$ cat src/rtl/fetch_pc_pkg.sv
`default_nettype none
// ============================================================================
//  Module   : fetch_pc_pkg
//  Purpose  : Shared types, default parameter values and helper functions for
//             the fetch-address generator (fetch_pc_gen) and its arbiter.
//  Contents : fetch_pc_state_e  - generator FSM states
//             c_def_*           - default parameter values
//             clog2()           - ceiling log2 for offset widths
//             next_block_pc()   - first byte of the following aligned block
//  Revision : 1.0 - initial release
// ============================================================================
package fetch_pc_pkg;

    typedef enum logic [1:0] {
        HOLD   = 2'd0,
        RUN    = 2'd1,
        BUBBLE = 2'd2
    } fetch_pc_state_e;

    localparam int          c_def_pc_width          = 32;
    localparam int          c_def_fetch_bytes       = 8;
    localparam int          c_def_num_redirect      = 3;
    localparam int          c_def_epoch_width       = 3;
    localparam logic [31:0] c_def_init_pc           = 32'h8000_0000;
    localparam int          c_def_reset_hold_cycles = 2;

    function automatic int clog2(input int value);
        int r;
        r = 0;
        for (int i = 0; i < 31; i++) begin
            if ((32'sd1 << i) < value) begin
                r = i + 1;
            end
        end
        return r;
    endfunction

    // Computed at 64 bits so any PC_WIDTH up to 64 can truncate the result;
    // the carry out of the top block is dropped by the caller's truncation.
    function automatic logic [63:0] next_block_pc(input logic [63:0] pc,
                                                  input int          fetch_bytes);
        logic [63:0] size;
        size = 64'(fetch_bytes);
        return (pc & ~(size - 64'd1)) + size;
    endfunction

endpackage
`default_nettype wire

$ cat src/rtl/redirect_arbiter.sv
`default_nettype none
// ============================================================================
//  Module   : redirect_arbiter
//  Purpose  : Fixed-priority select over the redirect sources; index 0 wins.
//             Purely combinational.
//  Ports    : i_valid [NUM_REDIRECT]           per-source request
//             i_pc    [NUM_REDIRECT][PC_WIDTH] per-source target
//             o_any                            at least one request
//             o_grant [NUM_REDIRECT]           one-hot winner (0 if none)
//             o_pc    [PC_WIDTH]               winner's target (0 if none)
//  Revision : 1.0 - initial release
// ============================================================================
module redirect_arbiter #(
    parameter int NUM_REDIRECT = 3,
    parameter int PC_WIDTH     = 32
) (
    input  logic [NUM_REDIRECT-1:0]               i_valid,
    input  logic [NUM_REDIRECT-1:0][PC_WIDTH-1:0] i_pc,
    output logic                                  o_any,
    output logic [NUM_REDIRECT-1:0]               o_grant,
    output logic [PC_WIDTH-1:0]                   o_pc
);

    // Scan from the lowest priority upwards so the last hit is the winner.
    always_comb begin
        o_any   = 1'b0;
        o_grant = '0;
        o_pc    = '0;
        for (int i = NUM_REDIRECT - 1; i >= 0; i--) begin
            if (i_valid[i]) begin
                o_any      = 1'b1;
                o_grant    = '0;
                o_grant[i] = 1'b1;
                o_pc       = i_pc[i];
            end
        end
    end

endmodule
`default_nettype wire

$ cat src/rtl/fetch_pc_gen.sv
`default_nettype none
// ============================================================================
//  Module   : fetch_pc_gen
//  Purpose  : Fetch-address generator. Holds the fetch-block PC, presents it
//             with valid/ready, advances to the next aligned block on accept,
//             and takes prioritised redirects that bump an epoch tag.
//  Ports    : i_clk, i_rst_n (async, active low)
//             i_redirect_valid/i_redirect_pc  redirect sources (0 = highest)
//             i_ready                         fetch stage accepts request
//             o_valid, o_pc, o_epoch          current request
//             o_block_bytes                   bytes from o_pc to block end
//             o_redirect_grant                one-hot source taken last cycle
//  Options  : FETCH_PC_GEN_REDIRECT_BUBBLE_EN - a redirect taken while running
//             drops o_valid for one cycle before the target is presented.
//  Revision : 1.0 - initial release
// ============================================================================
module fetch_pc_gen
    import fetch_pc_pkg::*;
#(
    parameter int                  PC_WIDTH          = c_def_pc_width,
    parameter int                  FETCH_BYTES       = c_def_fetch_bytes,
    parameter int                  NUM_REDIRECT      = c_def_num_redirect,
    parameter int                  EPOCH_WIDTH       = c_def_epoch_width,
    parameter logic [PC_WIDTH-1:0] INIT_PC           = PC_WIDTH'(c_def_init_pc),
    parameter int                  RESET_HOLD_CYCLES = c_def_reset_hold_cycles
) (
    input  logic                                  i_clk,
    input  logic                                  i_rst_n,
    input  logic [NUM_REDIRECT-1:0]               i_redirect_valid,
    input  logic [NUM_REDIRECT-1:0][PC_WIDTH-1:0] i_redirect_pc,
    input  logic                                  i_ready,
    output logic                                  o_valid,
    output logic [PC_WIDTH-1:0]                   o_pc,
    output logic [clog2(FETCH_BYTES):0]           o_block_bytes,
    output logic [EPOCH_WIDTH-1:0]                o_epoch,
    output logic [NUM_REDIRECT-1:0]               o_redirect_grant
);

    localparam int OFF_W  = clog2(FETCH_BYTES);
    localparam int BB_W   = OFF_W + 1;
    localparam int HOLD_W = (RESET_HOLD_CYCLES > 1) ? clog2(RESET_HOLD_CYCLES + 1) : 1;
    localparam logic [HOLD_W-1:0] c_hold_init = HOLD_W'(RESET_HOLD_CYCLES);

    fetch_pc_state_e         r_state;
    logic [HOLD_W-1:0]       r_hold_cnt;
    logic [PC_WIDTH-1:0]     r_pc;
    logic [EPOCH_WIDTH-1:0]  r_epoch;
    logic                    r_valid;
    logic [NUM_REDIRECT-1:0] r_grant;

    logic                    w_any;
    logic [NUM_REDIRECT-1:0] w_grant;
    logic [PC_WIDTH-1:0]     w_sel_pc;
    logic [PC_WIDTH-1:0]     w_seq_pc;
    logic                    w_fire;

    redirect_arbiter #(
        .NUM_REDIRECT (NUM_REDIRECT),
        .PC_WIDTH     (PC_WIDTH)
    ) u_arb (
        .i_valid (i_redirect_valid),
        .i_pc    (i_redirect_pc),
        .o_any   (w_any),
        .o_grant (w_grant),
        .o_pc    (w_sel_pc)
    );

    assign w_fire   = r_valid & i_ready;
    assign w_seq_pc = PC_WIDTH'(next_block_pc(64'(r_pc), FETCH_BYTES));

    always_ff @(posedge i_clk or negedge i_rst_n) begin
        if (!i_rst_n) begin
            r_state    <= HOLD;
            r_hold_cnt <= c_hold_init;
            r_pc       <= INIT_PC;
            r_epoch    <= '0;
            r_valid    <= 1'b0;
            r_grant    <= '0;
        end else begin
            r_grant <= w_any ? w_grant : '0;

            // A redirect overrides the sequential step even when the current
            // request is accepted in the same cycle.
            if (w_any) begin
                r_pc    <= w_sel_pc;
                r_epoch <= r_epoch + EPOCH_WIDTH'(1);
            end else if (w_fire) begin
                r_pc    <= w_seq_pc;
            end

            case (r_state)
                HOLD: begin
                    // Leaving on the edge where the count is 1 (or 0) gives
                    // exactly RESET_HOLD_CYCLES invalid cycles after release.
                    if (r_hold_cnt <= HOLD_W'(1)) begin
                        r_state <= RUN;
                        r_valid <= 1'b1;
                    end else begin
                        r_hold_cnt <= r_hold_cnt - HOLD_W'(1);
                    end
                end
`ifdef FETCH_PC_GEN_REDIRECT_BUBBLE_EN
                RUN: begin
                    if (w_any) begin
                        r_state <= BUBBLE;
                        r_valid <= 1'b0;
                    end
                end
                BUBBLE: begin
                    // Another redirect restarts the one-cycle bubble.
                    if (!w_any) begin
                        r_state <= RUN;
                        r_valid <= 1'b1;
                    end
                end
`else
                RUN: begin
                    r_valid <= 1'b1;
                end
`endif
                default: begin
                    r_state <= HOLD;
                    r_valid <= 1'b0;
                end
            endcase
        end
    end

    assign o_valid          = r_valid;
    assign o_pc             = r_pc;
    assign o_epoch          = r_epoch;
    assign o_redirect_grant = r_grant;
    assign o_block_bytes    = BB_W'(FETCH_BYTES) - {1'b0, r_pc[OFF_W-1:0]};

endmodule
`default_nettype wire

$ cat config.mk
export PLATFORM = sky130hd
export DESIGN_NAME = fetch_pc_gen
export DESIGN_NICKNAME = d
export VERILOG_FILES = /design/src/rtl/fetch_pc_pkg.sv /design/src/rtl/redirect_arbiter.sv /design/src/rtl/fetch_pc_gen.sv
export SDC_FILE = /design/constraint.sdc
export NUM_CORES = 1
export LEC_CHECK = 0
export BUFFER_PORTS_ARGS = -buffer_cell sky130_fd_sc_hd__buf_2
export CAP_MARGIN = 20
export CORE_ASPECT_RATIO = 0.5
export CORE_MARGIN = 2
export CORE_UTILIZATION = 25
export CTS_CLUSTER_DIAMETER = 50
export DETAILED_ROUTE_END_ITERATION = 8
export PLACE_DENSITY_LB_ADDON = 0.12
export SYNTH_ARGS = -nofsm -noshare
export SYNTH_HDL_FRONTEND = slang
export SYNTH_SLANG_ARGS = --single-unit
$ cat constraint.sdc
create_clock -name i_clk -period 3.91 [get_ports i_clk]
set_clock_uncertainty 0.2 [all_clocks]
set_input_delay 0.1955 -clock i_clk [delete_from_list [all_inputs] [get_ports i_clk]]
set_output_delay 0.1955 -clock i_clk [all_outputs]
set_load 0.03 [all_outputs]
==> Word level (Yosys, flattened, before mapping) <==
Index checks and enable logic that the tools add are counted.
{ "word_totals": {"ff_bits": 43, "input_bits": 102, "output_inout_bits": 43, "word_cells": 36} }
{ "classes": {"addsub": 4, "magnitude_cmp": 1, "n_eq_ne": 2, "muxes": 16, "bitwise_logic": 3, "n_reduce_logical": 4} }
{ "ops": {"columns": ["operator", "count"], "rows": [
  ["2-to-1 mux 32 bit", 5],
  ["adder 32 x 4 -> 32 bit, second input constant", 1],
  ["2-to-1 mux 3 bit", 4],
  ["2-to-1 mux 1 bit", 4],
  ["one-hot mux 2 bit (2 select lines)", 1],
  ["AND reduction 2 bit", 2],
  ["subtractor 4 x 3 -> 4 bit, first input constant", 1],
  ["adder 3 x 1 -> 3 bit, second input constant", 1],
  ["equality test 2 x 1 -> 1 bit, second input constant", 1],
  ["<= comparator 2 x 1 -> 1 bit, second input constant", 1],
  ["logical NOT 2 bit", 1],
  ["2-to-1 mux 2 bit", 1],
  ["!= test 2 bit, second input constant", 1],
  ["NOT 1 bit", 2],
  ["one-hot mux 1 bit (2 select lines)", 1],
  ["nonzero test 2 bit", 1],
  ["subtractor 2 x 1 -> 2 bit, second input constant", 1],
  ["bitwise AND 1 bit", 1]
]} }

==> Depth between registers and ports, before layout <==
Gate-level depths: netlist (run 1).
{ "depth": {"depth_word": 4, "depth_mapped": 7, "mapped_depth_nobuf": 6} }

==> Cells and area by module <==
A second synthesis (run 1) with hierarchy kept.
{ "hier_totals": {"cells_unflattened": 388, "area_unflattened_um2": 3459.6} }
{ "modules_own_cells": {"columns": ["module", "n_inst", "cells_per_inst", "area_per_inst_um2", "seq_area_each_um2"], "rows": [
  ["fetch_pc_gen", 1, 238, 2230.9, 1053.5],
  ["redirect_arbiter", 1, 150, 1228.7, 0.0]
]} }

==> Worst setup path before layout (run 1) <==
No wires, ideal clock.
{ "synth_path": {"path_type": "register to register", "start": "reg r_pc[3] (netlist: o_pc[3])", "end": "reg r_pc[23] (netlist: o_pc[23])", "setup_time_ps": 126, "arrival_ps": 1861, "t_required_ps": 3584, "slack_ps": 1723, "stages_incl_launch_ff": 7, "path_buffers": 0, "synth_period_minus_slack_ps": 2187, "path_cell_list": "dfrtp_1 ha_1 nand3_4 nor4_4 nand3_1 xnor2_1 a221o_1"} }
{ "synth_via": {"elab_chain_len": 3} }
{ "synth_lines": {"columns": ["item", "line_no", "source"], "rows": [
  ["start: declaration", "fetch_pc_gen.sv:46", "logic [PC_WIDTH-1:0] r_pc;"],
  ["start signal: assignment", "fetch_pc_gen.sv:85", "r_pc <= w_sel_pc;"],
  ["start signal: assignment", "fetch_pc_gen.sv:88", "r_pc <= w_seq_pc;"],
  ["adder 32 x 4 -> 32 bit", "fetch_pc_pkg.sv:44", "return (pc & ~(size - 64'd1)) + size;"],
  ["2-to-1 mux 32 bit", "fetch_pc_gen.sv:87", "end else if (w_fire) begin"],
  ["2-to-1 mux 32 bit", "fetch_pc_gen.sv:84", "if (w_any) begin"]
]} }
No other way between the ends. The select of a mux whose other input is x is not followed.
A chain may end at the register's enable or synchronous reset.

==> Worst setup path after layout (run 1) <==
{ "layout_path": {"start": "reg r_pc[4] (netlist: o_pc[4])", "end": "reg r_pc[23] (netlist: o_pc[23])"} }
Same word-level chain as after synthesis.

==> results.md, run 1 <==
- First-pass GRT wire length: 16950 microns
- Post-Place Cells: between 600 and 700
- Top_reg_cell synth: dfrtp_1
- Worst-Margin Slew: 0.7917 ns
- Largest net degree at the start of global routing: 43
- Final Max Slew Viols: 0
- Die height: 80.87 microns
- Htree depth: 2
- Mapped Nets: 448
- CP Class: register to register
- Switching power total: ~0.54 mW
- Pwr Density: 387.9 nW/um^2
- Detailed-route via count: 3223
- Crit path largest cell delay: 0.43 ns
- Total Power: approximately 1.6 mW
- Placer congestion estimate: around 0.77
- Worst setup startpoint: o_pc[4]
- Worst R2R Path Depth: 6
- Most common cell after layout, fill and taps aside: buf_2
- Clock share of power: 35.6%
- Max Cap Viol: 0
- Fmax: 447.5 MHz
- WP buf/inv: 0
- RSZ-0062 raised after global routing: false
- Antenna viol nets, final: 0
- Vias in the first global route: 3177
- Initial antenna violation count: 0
- Most frequent cells in the layout: buf_2, nand2_1, dfrtp_1
- CTS Sinks: 42
- Hold_sp: i_redirect_pc[3]
- CP endpoint: o_pc[23]
- YS warnings: 0
- Layout cells sized above 1: 36.55%
- Row count: 27
- Die width: 157.7 microns
- WL/cell: 16.83 microns
- Comb pwr share: about 29%
- Ports: between 100 and 150
- Post-synth EDFFs: 0
- Leakage: 1.882 nW
- Hold path depth: 3
- Worst R2R End: o_pc[23]
- Asr flop ratio synth: 100.0%
- Setup_tns: 0 ns
- Setup-failing EPs final: 0
- Number of cells on the critical path: 6
- FF-to-FF setup slack: about 1.7 ns
- Synth Instances: 342
- Fraction of power consumed by sequential logic: about a third
- Internal: ~1.1 mW
- Ant. Diodes: 0
- CTS tree: done
- Area growth, synth to finish: 39.39%
- Routed wire length: 10870 microns
- Clock latency on the worst-skew pair: 0.29 ns
- Synthesized area per cell: 8.638 sq um
- Fin cells: about 650
- Hpwl dp: 8188 microns
- Min-Delay Path Class: input pin to register
- Status: finished clean
- Total core area: 11250 sq um
- Count of different cell masters after synthesis: 54
- Worst path required time: 3.88 ns
- Synth Register Bits: 42
- 1st-iter DRT viols: between 100 and 150
- Root buf cell: clkbuf_16
- GRT Total Usage: 17.17%
- Clk buf depth: 2
- Initial core utilization: 26.26%
- Crit start category: register
- Die ar.: 12750 sq um
- CP endpoint kind: register
- Worst Path Arrival: between 2 and 2.5 ns
- Max_slew headroom: 47.09%
- Worst vdd ir: 0.0001415 V
- Sw Share: between 30% and 40%
- Reg2Reg Launch Point: o_pc[4]
- Delay-heaviest family, CP: simple AND/OR/NAND/NOR gates
- CP Cell Sequence: ha_1 > nand3_4 > nor4_4 > nand3_1 > xnor2_1 > a221o_1
- Worst Path Max Fanout: 7
- Nets: 592
- Routed vias/inst: between 4 and 5
- Clock transition at path regs: 0.06 ns
- Sequential-to-total area share from yosys stat: 35.66%
- Period utilisation layout: 57.15%
- DRC: 0
- Post-layout minimum cycle time: roughly 2.2 ns
- Number of hold violations in the final report: 0
- Port-buffer cells: 144
- Synth Cell Area: around 3000 sq um
- CTS buffer count: 5
- Final Cell Area: 4118 sq um
- Area after DPL: 3799 sq um
- Critical path's slowest cell: nor4_4
- First-pass DRT Iterations: 7
- Total grt overflow: 0
- PostCTS Resize Cnt: 0
[area by class of cell]
class                   count  area (sq um)
fillers                  1209          7132
multi-input cells         270          1754
flip-flops and latches     42          1054
repair buffers            160         885.9
well taps                 159         198.9
clock buffers               6         138.9
clock inverters             2         60.06
inverters                   7         26.28
[state kept, by name (all words and copies together) (netlist names)]
| signal | cells |
|---|---|
| o_pc | 32 |
| o_epoch | 3 |
| r_hold_cnt | 2 |
| o_redirect_grant | 3 |
| o_valid | 1 |
| r_state | 1 |
[logic make-up (layout without fill, tap and decap cells)]
logic type / count (synthesis) / count (layout) / share of synthesized area (%)
AND/OR/NAND/NOR: 135 / 135 / 25.37
adder cells (fa/ha/maj): 4 / 4 / 1.694
XOR/XNOR: 11 / 11 / 3.261
flip-flops: 42 / 42 / 35.66
AO/OA/AOI/OAI: 120 / 120 / 28.97
buffers and inverters: 30 / 175 / 5.040
[worst min-delay path: cells and delay by family]
family | cells | cell delay (ns)
AOI/OAI and AO/OA | 2 | 0.16
buffers and inverters | 1 | 0.09
[worst min path at each step]
stage | slack, ns | end
floorplan | -0.30 | o_epoch[0]
global placement | 0.21 | o_pc[31]
detailed placement | 0.22 | o_pc[17]
CTS | 0.0003 | o_pc[3]
global route | 0.005 | o_pc[3]
finish | 0.002 | o_pc[3]
[metal layers]
metal | wire length, microns | global-route usage (%) | vias up
li1 | - | - | 1594
met1 | 5382 | 23.85 | 1547
met2 | 4814 | 27.96 | 77
met3 | 630 | 3.895 | 5
met4 | 46 | 2.545 | 0
met5 | 0 | 0 | -
[stage by stage]
stage	hold WS [ns]	setup slack, ns	utilization [%]
finish	0.001679	1.675	36.60
global route	0.005045	1.495	36.60
CTS	0.0002632	1.684	36.43
detailed placement	0.2189	1.407	33.77
global placement	0.2142	1.252	33.63
floorplan	-0.3001	1.723	-
[synthesized netlist by cell type (8+ instances only)]
| master | count | share of area (%) |
|---|---|---|
| nor2_1 | 16 | 2.0 |
| buf_2 | 8 | 1.4 |
| o21a_1 | 8 | 2.0 |
| nand2_1 | 48 | 6.1 |
| a22oi_1 | 27 | 6.9 |
| o22a_1 | 8 | 2.4 |
| and3_1 | 9 | 1.9 |
| a21oi_1 | 10 | 1.7 |
| clkbuf_1 | 8 | 1.0 |
| nor3_1 | 11 | 1.9 |
| o21ai_0 | 13 | 2.2 |
| dfrtp_1 | 40 | 34 |
| nand4_1 | 8 | 1.7 |
[power by group through the flow]
stage,sequential (mW),clock [mW],combinational (mW)
floorplan,0.664,0,0.190
global placement,0.572,0,0.459
detailed placement,0.572,0,0.461
CTS,0.565,0.579,0.469
global route,0.573,0.599,0.510
finish,0.564,0.569,0.465
[timing repair]
item	in CTS	in global routing
setup endpoints to repair	0	0
hold buffers	10	0
setup buffers	0	0
hold endpoints to repair	49	0
(Power assumes the default switching activity.)
==> run 2, diff against run 1 <==
==> constraint.sdc (replaced) <==
create_clock -name i_clk -period 2.1 [get_ports i_clk]
set_clock_uncertainty 0.2 [all_clocks]
set_input_delay 0.105 -clock i_clk [delete_from_list [all_inputs] [get_ports i_clk]]
set_output_delay 0.105 -clock i_clk [all_outputs]
set_load 0.03 [all_outputs]
==> results.md, run 2 (synthesis results as in run 1) <==
- Row count: 27
- Routed vias/inst: 4.905
- CTS Sinks: 42
- Clock latency on the worst-skew pair: 0.29 ns
- RSZ-0062 raised after global routing: false
- CP endpoint kind: register
- Total core area: 11250 sq um
- Routed wire length: 11180 microns
- Initial antenna violation count: 0
- Worst vdd ir: ~0.00026 V
- Most common cell after layout, fill and taps aside: buf_2
- CTS tree: done
- GRT Total Usage: 17.93%
- Hold path depth: 4
- CP Class: input pin to register
- Placer congestion estimate: 0.8505
- Leakage: 2.034 nW
- FF-to-FF setup slack: 0.14 ns
- Ports: ~150
- Max_slew headroom: 67.77%
- Die height: 80.87 microns
- Max Cap Viol: 0
- Fraction of power consumed by sequential logic: 37.1%
- Worst R2R End: o_pc[31]
- Reg2Reg Launch Point: o_pc[3]
- First-pass GRT wire length: 17650 microns
- Ant. Diodes: 0
- Htree depth: 2
- Setup-failing EPs final: 0
- Worst Path Arrival: 1.97 ns
- Most frequent cells in the layout: buf_2, nand2_1, dfrtp_1
- Detailed-route via count: 3365
- DRC: 0
- Switching power total: 1.027 mW
- Total grt overflow: 0
- Status: finished clean
- Pwr Density: 623.4 nW/um^2
- Initial core utilization: 26.26%
- Antenna viol nets, final: 0
- Internal: 1.739 mW
- CTS buffer count: 5
- Clk buf depth: 2
- First-pass DRT Iterations: 4
- Worst Path Max Fanout: 11
- Sw Share: between 30% and 40%
- Number of hold violations in the final report: 0
- Max FFs per register: 32
- WL/cell: between 15 and 20 microns
- Hpwl dp: 8425 microns
- Hold_sp: i_redirect_pc[15]
- Layout cells sized above 1: 38.14%
- Area growth, synth to finish: 50.23%
- Post-CTS setup buffers: 0
- Setup_tns: 0 ns
- Nets: 633
- Post-layout minimum cycle time: around 2.0 ns
- Fmax: about 500 MHz
- Die ar.: approximately 13000 sq um
- Worst path required time: 2.06 ns
- Largest net degree at the start of global routing: 69
- Min-Delay Path Class: input pin to register
- WHS: 0.004814 ns
- Port-buffer cells: 144
- Vias in the first global route: 3290
- Die width: about 160 microns
- Hold endpoint: o_pc[15]
- Crit start category: input pin
- Clock share of power: 27.9%
- Worst-Margin Slew: 0.4830 ns
- Final Max Slew Viols: 0
- Worst R2R Path Depth: 6
- 1st-iter DRT viols: 220
- Root buf cell: clkbuf_16
- Clock transition at path regs: roughly 0.07 ns
- Comb pwr share: 34.9%
- Period utilisation layout: 95.62%
[run 2: changes by cell type in the layout (fill, tap and decap cells not counted), moves of 2 or more]
cell	previous run	this run
buf_4	4	23
dfrtp_1	40	38
dfrtp_2	0	2
dlygate4sd3_1	10	32
clkinv_2	0	2
bufinv_16	2	0
[run 2: metal layers]
| metal | wire length [microns] | GRT usage, % | up-vias |
|---|---|---|---|
| met5 | 0 | 0 | - |
| met4 | 96 | 3.364 | 0 |
| met3 | 439 | 3.095 | 9 |
| met2 | 5059 | 30.17 | 79 |
| met1 | 5580 | 24.51 | 1607 |
| li1 | - | - | 1670 |
[run 2: critical path, cell delays in order]
cell and delay, ns:
dlygate4sd3_1 0.53, buf_2 0.16, nor2b_2 0.16, buf_4 0.19
a22oi_1 0.14, dlygate4sd3_1 0.58, o221ai_1 0.11
[run 2: area by class of cell]
cell class,instances,area (sq um)
Timing Repair Buffer,201,1254
Clock buffer,5,125.1
Clock inverter,2,10.01
Tap cell,159,198.9
Multi-Input combinational cell,270,1768
Fill cell,1190,6812
Inverter,7,26.28
Sequential cell,42,1056
[run 2: worst max path at each step]
stage,depth (start not counted),start,endpoint
after global routing,7,i_redirect_valid[2],o_pc[1]
after global placement,6,o_pc[3],o_pc[23]
final,7,i_redirect_valid[2],o_pc[17]
after floorplan,6,o_pc[3],o_pc[23]
after CTS,7,i_redirect_valid[2],o_pc[29]
after detailed placement,6,o_pc[3],o_pc[23]
[run 2: power groups by stage]
| stage | registers [mW] | clock network, mW | logic (mW) |
|---|---|---|---|
| floorplan | 1.24 | 0 | 0.355 |
| global placement | 1.04 | 0 | 0.924 |
| detailed placement | 1.04 | 0 | 0.924 |
| CTS | 1.03 | 0.789 | 0.979 |
| global route | 1.05 | 0.831 | 1.06 |
| finish | 1.03 | 0.773 | 0.966 |
[run 2: what timing repair did]
item,4_1_cts,5_1_grt
endpoints found under the setup margin,0,7
endpoints found under the hold margin,57,0
hold buffers,33,0
gates resized for setup,0,4
[run 2: stage by stage]
stage               area (sq um)  setup WS [ns]  total power [mW]  std cells  util [%]
floorplan                   2957        0.01643             1.592        342         -
global placement            3969         0.1407             1.967        647     35.28
detailed placement          3969         0.1041             1.968        647     35.28
CTS                         4434        0.05861             2.797        687     39.42
global route                4438      0.0009786             2.943        686     39.45
finish                      4438        0.09188             2.766        686     39.45
==> run 3, diff against run 2 <==
--- a/config.mk
+++ b/config.mk
@@ -5,6 +5,7 @@
 export SDC_FILE = /design/constraint.sdc
 export NUM_CORES = 1
 export LEC_CHECK = 0
+export ABC_AREA = 1
 export BUFFER_PORTS_ARGS = -buffer_cell sky130_fd_sc_hd__buf_2
 export CAP_MARGIN = 20
 export CORE_ASPECT_RATIO = 0.5
@@ -12,7 +13,9 @@
 export CORE_UTILIZATION = 25
 export CTS_CLUSTER_DIAMETER = 50
 export DETAILED_ROUTE_END_ITERATION = 8
+export GPL_TIMING_DRIVEN = 0
 export PLACE_DENSITY_LB_ADDON = 0.12
+export RECOVER_POWER = 100
 export SYNTH_ARGS = -nofsm -noshare
 export SYNTH_HDL_FRONTEND = slang
 export SYNTH_SLANG_ARGS = --single-unit
==> results.md, run 3 <==
- Status: finished with violations
- Failing checks: negative hold slack
- Nets: 786
- Total grt overflow: 0
- Synth Instances: about 470
- Reg2Reg Launch Point: o_valid
- Period utilisation layout: 91.78%
- Worst path required time: 2.11 ns
- 1st-iter DRT viols: between 100 and 150
- Worst R2R End: o_pc[25]
- Row count: 29
- Max FFs per register: 32
- Max Cap Viol: 0
- Synth cell count leaders: nand2_1, nor2_1, dfrtp_1
- RSZ-0062 raised after global routing: false
- Cell taking the most area after synthesis: dfrtp_1
- Hold endpoint: o_pc[22]
- Fmax: around 520 MHz
- DRC: 0
- Clock latency on the worst-skew pair: between 0.2 and 0.3 ns
- Antenna viol nets, final: 0
- Synth Register Bits: 42
- Post-synth EDFFs: 0
- Worst vdd ir: 0.0002532 V
- Worst R2R Path Depth: 6
- Synth Cell Area: roughly 3200 sq um
- Initial antenna violation count: 0
- Detailed-route via count: 3739
- Setup_tns: 0 ns
- Top_reg_cell synth: dfrtp_1
- Vias in the first global route: 3582
- CTS tree: done
- Final Max Slew Viols: 0
- CTS Sinks: 42
- Post-CTS setup buffers: 0
- Ranking of synthesized cells by area: dfrtp_1, nand2_1, nor2_1, a211oi_1, a21oi_1
- Number of fill cells: 1408
- Most common cell after layout, fill and taps aside: nand2_1
- YS warnings: 0
- Register area: roughly 1100 sq um
- Routed vias/inst: 4.394
- Hpwl dp: 9004 microns
- First-pass GRT wire length: 18420 microns
- Worst Path Max Fanout: 10
- Synthesized area per cell: 6.941 sq um
- Placer congestion estimate: 0.7561
- Pwr Density: 601.6 nW/um^2
- Top-count cell post-synth: nand2_1
- Routed wire length: 11610 microns
- CP endpoint kind: register
- Clk buf depth: 2
- First-pass DRT Iterations: 4
- Post-layout minimum cycle time: 1.927 ns
- Htree depth: 2
- Leakage: 2.334 nW
- Count of different cell masters after synthesis: 36
- Worst-Margin Slew: 0.8721 ns
- Die ar.: 13920 sq um
- WL/cell: 13.64 microns
- Initial core utilization: 25.54%
- Clock transition at path regs: 0.06 ns
- Area growth, synth to finish: 51.61%
- Setup-failing EPs final: 0
- Root buf cell: clkbuf_16
- CTS buffer count: 5
- WHS: -0.004948 ns
- FF-to-FF setup slack: 0.17 ns
- Total core area: 12660 sq um
- Ant. Diodes: 0
- Mapped Nets: about 570
- Layout cells sized above 1: 24.38%
- Worst Path Arrival: 1.94 ns
- Hold_sp: i_redirect_pc[22]
- Largest net degree at the start of global routing: 43
- Multi-input logic area: 1926 sq um
- Final core utilization: 38.72%
- Asr flop ratio synth: 100.0%
- Most frequent cells in the layout: nand2_1, buf_2, dlygate4sd3_1
- Die height: 84.43 microns
- CP Class: input pin to register
- Max_slew headroom: 41.86%
- Ports: 145
- Yosys top cell area share: between 30% and 40%
- GRT Total Usage: 17.13%
- Total Power: 2.950 mW
- Hold path depth: 5
- Min-Delay Path Class: input pin to register
- Port-buffer cells: between 100 and 150
- Die width: around 160 microns
- Crit start category: input pin
- Number of hold violations in the final report: 1
- Sequential-to-total area share from yosys stat: 32.57%
run 3: how the worst max path moves through the flow:
| stage | to | depth (start not counted) | start |
|---|---|---|---|
| global placement | o_pc[29] | 10 | o_pc[3] |
| detailed placement | o_pc[29] | 10 | o_pc[3] |
| CTS | o_pc[27] | 6 | o_valid |
| finish | o_pc[17] | 8 | i_redirect_valid[1] |
| global route | o_pc[19] | 6 | o_valid |
| floorplan | o_pc[27] | 10 | o_pc[4] |
run 3: layout make-up:
| type | count | share of cell area, % |
|---|---|---|
| plain buffers | 20 | 2.297 |
| multi-input cells | 373 | 39.27 |
| clock buffers | 7 | 2.909 |
| flip-flops and latches | 42 | 21.49 |
| well taps | 170 | 4.338 |
| clock inverters | 1 | 0.6124 |
| repair buffers | 207 | 26.72 |
| inverters | 31 | 2.373 |
run 3: power breakdown:
group	internal [mW]	total [mW]	leakage (nW)	switching, mW
registers	0.914	1.05	0.498	0.140
clock network	0.595	0.932	0.0841	0.337
logic	0.377	0.964	1.75	0.587
run 3: cells by family (layout without fill, tap and decap cells):
kind of cell               count (synthesis)  after routing  share of synthesized area, %
xor gates and xnor gates                  14             14                         4.255
buffers and inverters                     51            266                         7.118
DFF                                       42             42                         32.57
and+or+nand+nor                          284            284                         40.66
AOI/OAI and AO/OA                         71             71                         13.85
adders and majority gates                  4              4                         1.547
run 3: repair_timing:
item	in CTS	in global routing
endpoints found under the hold margin	71	0
resized for setup	0	3
hold buffers	63	0
setup endpoints to repair	0	3
run 3: routing by layer:
metal,up-vias,GRT usage [%],wire length [microns]
met1,1716,23.96,5612
met2,86,27.73,5159
met4,0,3.320,90
met5,-,0,0
li1,1931,-,-
met3,6,3.261,747
run 3: critical path, cell delays in order:
cell and delay, ns:
clkbuf_1 0.09, inv_2 0.06, nand2_1 0.04, nor2_1 0.29
clkbuf_1 0.48, a21oi_1 0.13, dlygate4sd3_1 0.58, a31oi_1 0.16
run 3: metrics by stage:
stage / instance area (sq um) / hold WS (ns) / worst slack (ns) / instances
after floorplan: 3234 / -0.3906 / 0.2601 / 466
after global routing: 4903 / 0.02816 / 0.03508 / 851
after global placement: 4163 / 0.1324 / 0.2894 / 779
after detailed placement: 4163 / 0.1318 / 0.2619 / 779
final: 4903 / -0.004948 / 0.1727 / 851
after CTS: 4966 / 0.0005170 / 0.04760 / 850
